### config.mk
export PLATFORM = sky130hd
export DESIGN_NAME = program_loader
export DESIGN_NICKNAME = d
export VERILOG_FILES = /design/src/rtl/program_loader.sv
export SDC_FILE = /design/constraint.sdc
export NUM_CORES = 1
export LEC_CHECK = 0
export CORE_MARGIN = 2
export CORE_UTILIZATION = 45
export DETAILED_ROUTE_END_ITERATION = 7
export PLACE_DENSITY = 0.8
export REMOVE_ABC_BUFFERS = 1
export SLEW_MARGIN = 20
export SYNTH_ARGS = -nofsm -noshare
export SYNTH_HDL_FRONTEND = slang
export SYNTH_SLANG_ARGS = --single-unit
### constraint.sdc
create_clock -name clk -period 1.8 [get_ports clk]
set_input_delay 0.18 -clock clk [delete_from_list [all_inputs] [get_ports clk]]
set_output_delay 0.18 -clock clk [all_outputs]
set_load 0.01 [all_outputs]
### src/rtl/program_loader.sv
// Streams a program image into instruction memory, holding the processor
// in start-up until the image is written and the hold window has elapsed.
module program_loader #(
    parameter logic [31:0] BASE_ADDR   = 32'h00400020,
    parameter int          MAX_WORDS   = 1024,
    parameter int          HOLD_CYCLES = 2
) (
    input  logic        clk,
    input  logic        start_up,
    input  logic        in_valid,
    input  logic [31:0] in_data,
    input  logic        in_last,
    output logic        in_ready,
    output logic        imem_we,
    output logic [31:0] imem_addr,
    output logic [31:0] imem_wdata,
    output logic        cpu_start_up,
    output logic        done,
    output logic [10:0] word_count,
    output logic        error
);

    typedef enum logic [1:0] {IDLE, LOAD, HOLD, RUN} state_t;

    localparam logic [10:0] LAST_IDX = 11'(MAX_WORDS - 1);
    localparam logic [15:0] HOLD_LIM = 16'(HOLD_CYCLES);

    state_t      state, state_nx;
    logic        we_q;
    logic [15:0] hold_cnt;
    logic        loading;
    logic        accept;
    logic        at_cap;
    logic        overflow;

    assign loading  = (state == IDLE) || (state == LOAD);
    assign in_ready = loading && !start_up;
    assign accept   = in_valid && in_ready;
    assign at_cap   = (word_count == LAST_IDX);
    assign overflow = at_cap && !in_last;

    // A write registered on the edge that start_up arrives behind is
    // suppressed so an abandoned load never reaches memory.
    assign imem_we      = we_q && !start_up;
    assign cpu_start_up = (state != RUN);
    assign done         = (state == RUN);

    always_comb begin
        state_nx = state;
        unique case (state)
            IDLE, LOAD: begin
                if (accept) begin
                    if (in_last || at_cap) state_nx = HOLD;
                    else                   state_nx = LOAD;
                end
            end
            HOLD: begin
                if (hold_cnt == HOLD_LIM) state_nx = RUN;
            end
            RUN: state_nx = RUN;
            default: state_nx = IDLE;
        endcase
    end

    always_ff @(posedge clk) begin
        if (start_up) begin
            state      <= IDLE;
            we_q       <= 1'b0;
            imem_addr  <= BASE_ADDR;
            imem_wdata <= 32'h0;
            word_count <= 11'd0;
            error      <= 1'b0;
            hold_cnt   <= 16'd0;
        end else begin
            state <= state_nx;
            we_q  <= accept;
            if (accept) begin
                imem_addr  <= BASE_ADDR + {19'd0, word_count, 2'b00};
                imem_wdata <= in_data;
                word_count <= word_count + 11'd1;
                if (overflow) error <= 1'b1;
            end
            // The count starts with the final write cycle, so the hold
            // window covers HOLD_CYCLES full cycles after it.
            if (state == HOLD && hold_cnt != HOLD_LIM)
                hold_cnt <= hold_cnt + 16'd1;
            else if (state != HOLD)
                hold_cnt <= 16'd0;
        end
    end

endmodule
Word level (Yosys, flattened, before mapping)
Cells that the tools add are included.
W data, S select, Z words.
{ "totals": {"ff_bits": 95, "out_inout_bits": 80, "in_bits": 36, "wordCells": 40} }
{ "classes": {"mux": 6, "n_addsub": 3, "n_eq_ne": 10, "reduce_logical": 14} }
{ "op_table": {"columns": ["cell", "n"], "rows": [
  ["$mux W16", 2],
  ["$add A23 B13 Y24 const A", 1],
  ["$add A16 B1 Y16 const B", 1],
  ["$eq A16 B2 Y1 const B", 1],
  ["$ne A16 B2 Y1 const B", 1],
  ["$add A11 B1 Y11 const B", 1],
  ["$eq A11 B10 Y1 const B", 1],
  ["$ne A2 B2 Y1 const B", 4],
  ["$mux W2", 3],
  ["$pmux W2 S3", 1],
  ["$logic_and A1 B1 Y1", 5],
  ["$eq A2 B2 Y1 const B", 2],
  ["$reduce_and A2 Y1", 2],
  ["$eq A2 B1 Y1 const B", 1],
  ["$logic_not A1 Y1", 2],
  ["$logic_not A2 Y1", 1],
  ["$logic_or A1 B1 Y1", 2],
  ["$reduce_bool A2 Y1", 1],
  ["$reduce_or A2 Y1", 1]
]} }

Depth between registers and ports, before layout
{ "depth": {"ltp_word": 6, "mapped_depth": 6, "mapped_depth_nobuf": 6} }

Least setup slack after synthesis
No wires, ideal clock.
{ "synth_path": {"kind": "flip-flop to flip-flop", "start": "register state[1]", "end": "register word_count[6]", "n_path_buf": 1, "path_slack_ps": 253, "arrival_time_ps": 1422, "t_required_ps": 1675, "synth_period_minus_slack_ps": 1547, "setup_ps": 125, "stages_incl_launch_ff": 6, "path_cell_list": "dfxtp_1 or3b_1 buf_6 or3_1 xor2_1 nor2_2"} }
{ "synth_between": {"elab_chain_len": 4, "word_cells_on_any_way": 5, "classes_between": "eq/ne (1); reduce/logical (4)"} }
{ "synth_lines": {"columns": ["item", "line", "source"], "rows": [
  ["start, declared", "28", "state_t state, state_nx;"],
  ["start signal, assigned", "75", "state <= state_nx;"],
  ["$eq A2 B1 Y1 or $logic_not A2 Y1 (tied branches)", "36", "assign loading = (state == IDLE) || (state == LOAD);"],
  ["$logic_or A1 B1 Y1 (*)", "36", null],
  ["$logic_and A1 B1 Y1 (*)", "37", "assign in_ready = loading && !start_up;"],
  ["$logic_and A1 B1 Y1 (*)", "38", "assign accept = in_valid && in_ready;"],
  ["end signal, assigned", "80", "word_count <= word_count + 11'd1;"],
  ["end, declared", "19", "output logic [10:0] word_count,"]
]} }
Every way passes the cells marked *; elsewhere a longest branch is shown, timed or not.
A chain may end at the register's enable or synchronous reset.

Final worst setup path
{ "layout_path": {"start": "input port start_up", "end": "output port imem_we"} }
{ "layout_between": {"elab_chain_len": 2} }
{ "layout_lines": {"columns": ["item", "line", "source"], "rows": [
  ["start, declared", "9", "input logic start_up,"],
  ["$logic_not A1 Y1", "44", "assign imem_we = we_q && !start_up;"],
  ["$logic_and A1 B1 Y1", "44", null],
  ["end, declared", "14", "output logic imem_we,"]
]} }
Every way passes these cells.

==> results.tsv <==
stage	metric	value	unit
clock_tree	post_cts_buffers	0	
global_routing	grt_pass1_wl	12200	um
route	detail-route-antenna-nets	0	
finish	area_growth	39.2	%
synth	synth_enable_flop_cells	0	
timing	finalMaxSlewViolations	0	
clock_tree	h-tree-depth	3	
synth	postSynth.asyncResetShare	0	%
synth	yosys_register_bits	75	
route	first_pass_iters	4	
synth	synthSimpleGateAreaFrac	31.5	%
floorplanning	core	6870	um2
global_routing	grt_pass1_vias	2742	
placement	dp_slack	-0.201	ns
synth	avgSynthCellArea	8.49	um2
clock_tree	cts_hold_buf	0	
worst_setup_path	crit_start	start_up	
power	p_seq_share	49.2	%
outcome	status	finished, final reports clean	
worst_setup_path	crit_buf_inv	3	
finish	finish.instance_area	4480	um2
synth	synth_area	3220	um2
route	post_drt_wl_per_cell	12.4	um
synth	synth_compound_area_share	3.85	%
clock_tree	cts_tree	yes	
placement	portBuffers	95	
synth	synth.distinct_cells	36	
clock_tree	clockBufferDepth	2	
worst_setup_path	r2r-end	state[0]$_SDFFE_PP0P_	
worst_setup_path	critPathRequiredTime	1.62	ns
worst_setup_path	cp_slowest_cell	clkdlybuf4s50_1	
power	irDropWorstVdd	0.468	mV
floorplanning	pin_count	116	
timing	max_clock_freq	579	MHz
timing	timing.hold.ws	0.370	ns
synth	synth-main-ff-cell	dfxtp_1	
power	p_sw	0.840	mW
clock_tree	root_buffer	clkbuf_8	
clock_tree	cts.clk_slew.worst_paths	0.08	ns
global_routing	grt_use_total	19.9	%
placement	hpwl	5260	um
worst_setup_path	worst-path-stages	4	
finish	fillers	578	
worst_setup_path	cp-end-kind	output pin	
route	drc_errors	0	
worst_setup_path	cpMostUsedCell	clkdlybuf4s50_1	
power	comb_power_share	12.3	%
placement	place_inst	566	
timing	hold_viol	0	
synth	synthCells	379	
global_routing	grt-ovfl-total	0	
worst_setup_path	worstSetupStartpointType	input pin	
placement	place_congestion	0.794	
finish	multi_input_area	1510	um2
route	via_per_inst	4.81	
finish	antenna-diode-count	0	
synth	synth-seq-area-share	46.7	%
synth	synth_top_family_by_area	simple AND/OR/NAND/NOR gates	
timing	final.period_utilization	96.0	%
floorplanning	die-area	7840	um2
clock_tree	insertion_delay	0.33	ns
power	p_int	2.75	mW
timing	finalSetupViolCount	0	
global_routing	antenna_found_initial	0	
finish	utilization	65.2	%
power	p_clk_share	38.5	%
timing	min_period	1.73	ns
power	swShare	23.4	%
clock_tree	clock_sinks	75	
timing	rsz0062_at_grt	no	
worst_setup_path	rr_worst_depth	6	
route	via_count	2801	
finish	fin_nets	521	
clock_tree	cts_inserted_buffers	9	
global_routing	grt_max_degree	40	
timing	clock_skew	0.00633	ns
synth	yosys-mux-area-fraction	0.311	%
clock_tree	postCtsResizedCells	0	
synth	yosysWarnings	0	
floorplanning	fp.dieW	88.6	um
finish	fin_cells	582	
timing	final.setup.worst_slack	0.0726	ns
worst_setup_path	critPathArrivalTime	1.55	ns
route	wl	7200	um
placement	placed_area	4260	um2
synth	synth-xor-area-share	7.35	%
synth	synthAdderAreaFrac	1.56	%
power	leakage	1.73	nW
worst_setup_path	worstPathCellList	clkdlybuf4s50_1 -> buf_4 -> nor2b_1 -> clkdlybuf4s50_1	
floorplanning	rows	30	
worst_setup_path	max_stage_delay	0.55	ns
finish	drive_gt1_share	8.02	%
floorplanning	initial_core_util	46.8	%
finish	regArea	1500	um2
route	drt_iter0_drc	113	
worst_setup_path	r2r_slack	0.13	ns
worst_setup_path	cp-endpoint	imem_we	
worst_hold_path	min_path_type	input pin to flop	
worst_setup_path	crit_family	buffers and inverters	
flow_run	maxCapViolations	0	
worst_setup_path	crit_type	input pin to output pin	
worst_setup_path	critPathMaxFanout	21	
power	p_per_area	801	nW/um2
floorplanning	dieHeight	88.6	um
worst_setup_path	r2r-start	hold_cnt[0]$_SDFFE_PP0P_	
cells by family after synthesis:
logic type,after synthesis
AND/OR/NAND/NOR,199
flip-flops,75
buffers and inverters,50
XOR/XNOR,27
AO/OA/AOI/OAI,21
adder cells (fa/ha/maj),4
other,2
multiplexers,1
sequential cells by signal (all words and copies together), names as in the netlist:
name / count
we_q: 1
word_count: 11
imem_addr: 12
state: 2
hold_cnt: 16
imem_wdata: 32
error: 1
power groups by stage:
stage / registers (mW) / logic [mW] / clock network, mW
floorplan: 1.83 / 0.130 / 0
global placement: 1.80 / 0.437 / 0
detailed placement: 1.80 / 0.442 / 0
CTS: 1.77 / 0.445 / 1.43
global route: 1.77 / 0.483 / 1.49
finish: 1.77 / 0.440 / 1.38
area by class of cell:
type                            count  share of cell area [%]
Clock buffer                        9                    2.76
Clock inverter                      7                    2.07
Inverter                           11                   0.922
Multi-Input combinational cell    272                    33.7
Sequential cell                    75                    33.5
Tap cell                           96                    2.68
Timing Repair Buffer              112                    24.4
cell usage after synthesis, drive strengths merged (2+ instances only):
cell type / count / area share (%)
nor3: 9 / 1.4
nor2: 29 / 3.5
inv: 10 / 1.2
xor2: 8 / 2.2
nand2: 84 / 9.8
clkbuf: 12 / 1.4
nand3: 10 / 1.6
ha: 4 / 1.6
a21oi: 7 / 1.1
nor4: 8 / 1.9
xnor2: 19 / 5.2
and3: 2 / 0.39
dfxtp: 75 / 47
or3: 3 / 0.58
o21ai: 9 / 1.4
nand4: 6 / 1.2
nand3b: 43 / 10
conb: 2 / 0.23
buf: 27 / 5.8
how the worst min path moves through the flow:
stage	start	end	depth (start not counted)
after global routing	in_data[2]	imem_wdata[2]$_SDFFE_PP0P_	3
after floorplan	start_up	word_count[6]$_SDFFE_PP0P_	1
final	in_data[29]	imem_wdata[29]$_SDFFE_PP0P_	3
after CTS	in_data[29]	imem_wdata[29]$_SDFFE_PP0P_	3
after global placement	error$_SDFFE_PP0P_	error$_SDFFE_PP0P_	2
after detailed placement	error$_SDFFE_PP0P_	error$_SDFFE_PP0P_	2
metal layers:
layer  wire, um  vias to the layer above  track usage, %
li1           -                     1415               -
met1       3130                     1276            23.8
met5          0                        -               0
met4        156                        0            8.95
met3        575                       11            6.62
met2       3340                       99            32.6
cells in the final DEF, fill, tap and decap left out, drive strengths merged:
master,instances
a31o,1
nor4b,1
a211oi,1
a311o,1
clkinvlp,3
xor2,8
o21ai,9
mux2i,1
a21oi,7
nand2,84
conb,20
xnor2,19
nor2b,1
nor4,8
nand4b,1
bufinv,2
clkinv,3
nor3,9
nand3,10
nand4,6
o21a,1
nor2,29
dfxtp,75
and3,2
ha,4
o21ba,1
nand2b,1
inv,10
clkbuf,9
buf,17
nand3b,43
clkdlybuf4s50,95
or3b,1
or3,3
worst min-delay path, delay by kind of cell:
| family | cells | cell delay, ns |
|---|---|---|
| and+or+nand+nor | 2 | 0.10 |
| buffers and inverters | 1 | 0.39 |
metrics by stage:
step | power (mW) | setup TNS [ns]
detailed placement | 2.24 | -3.22
CTS | 3.64 | 0
floorplan | 1.96 | -48.37
finish | 3.59 | 0
global route | 3.75 | 0
global placement | 2.24 | -2.72
Power figures use the tool's default switching activity.
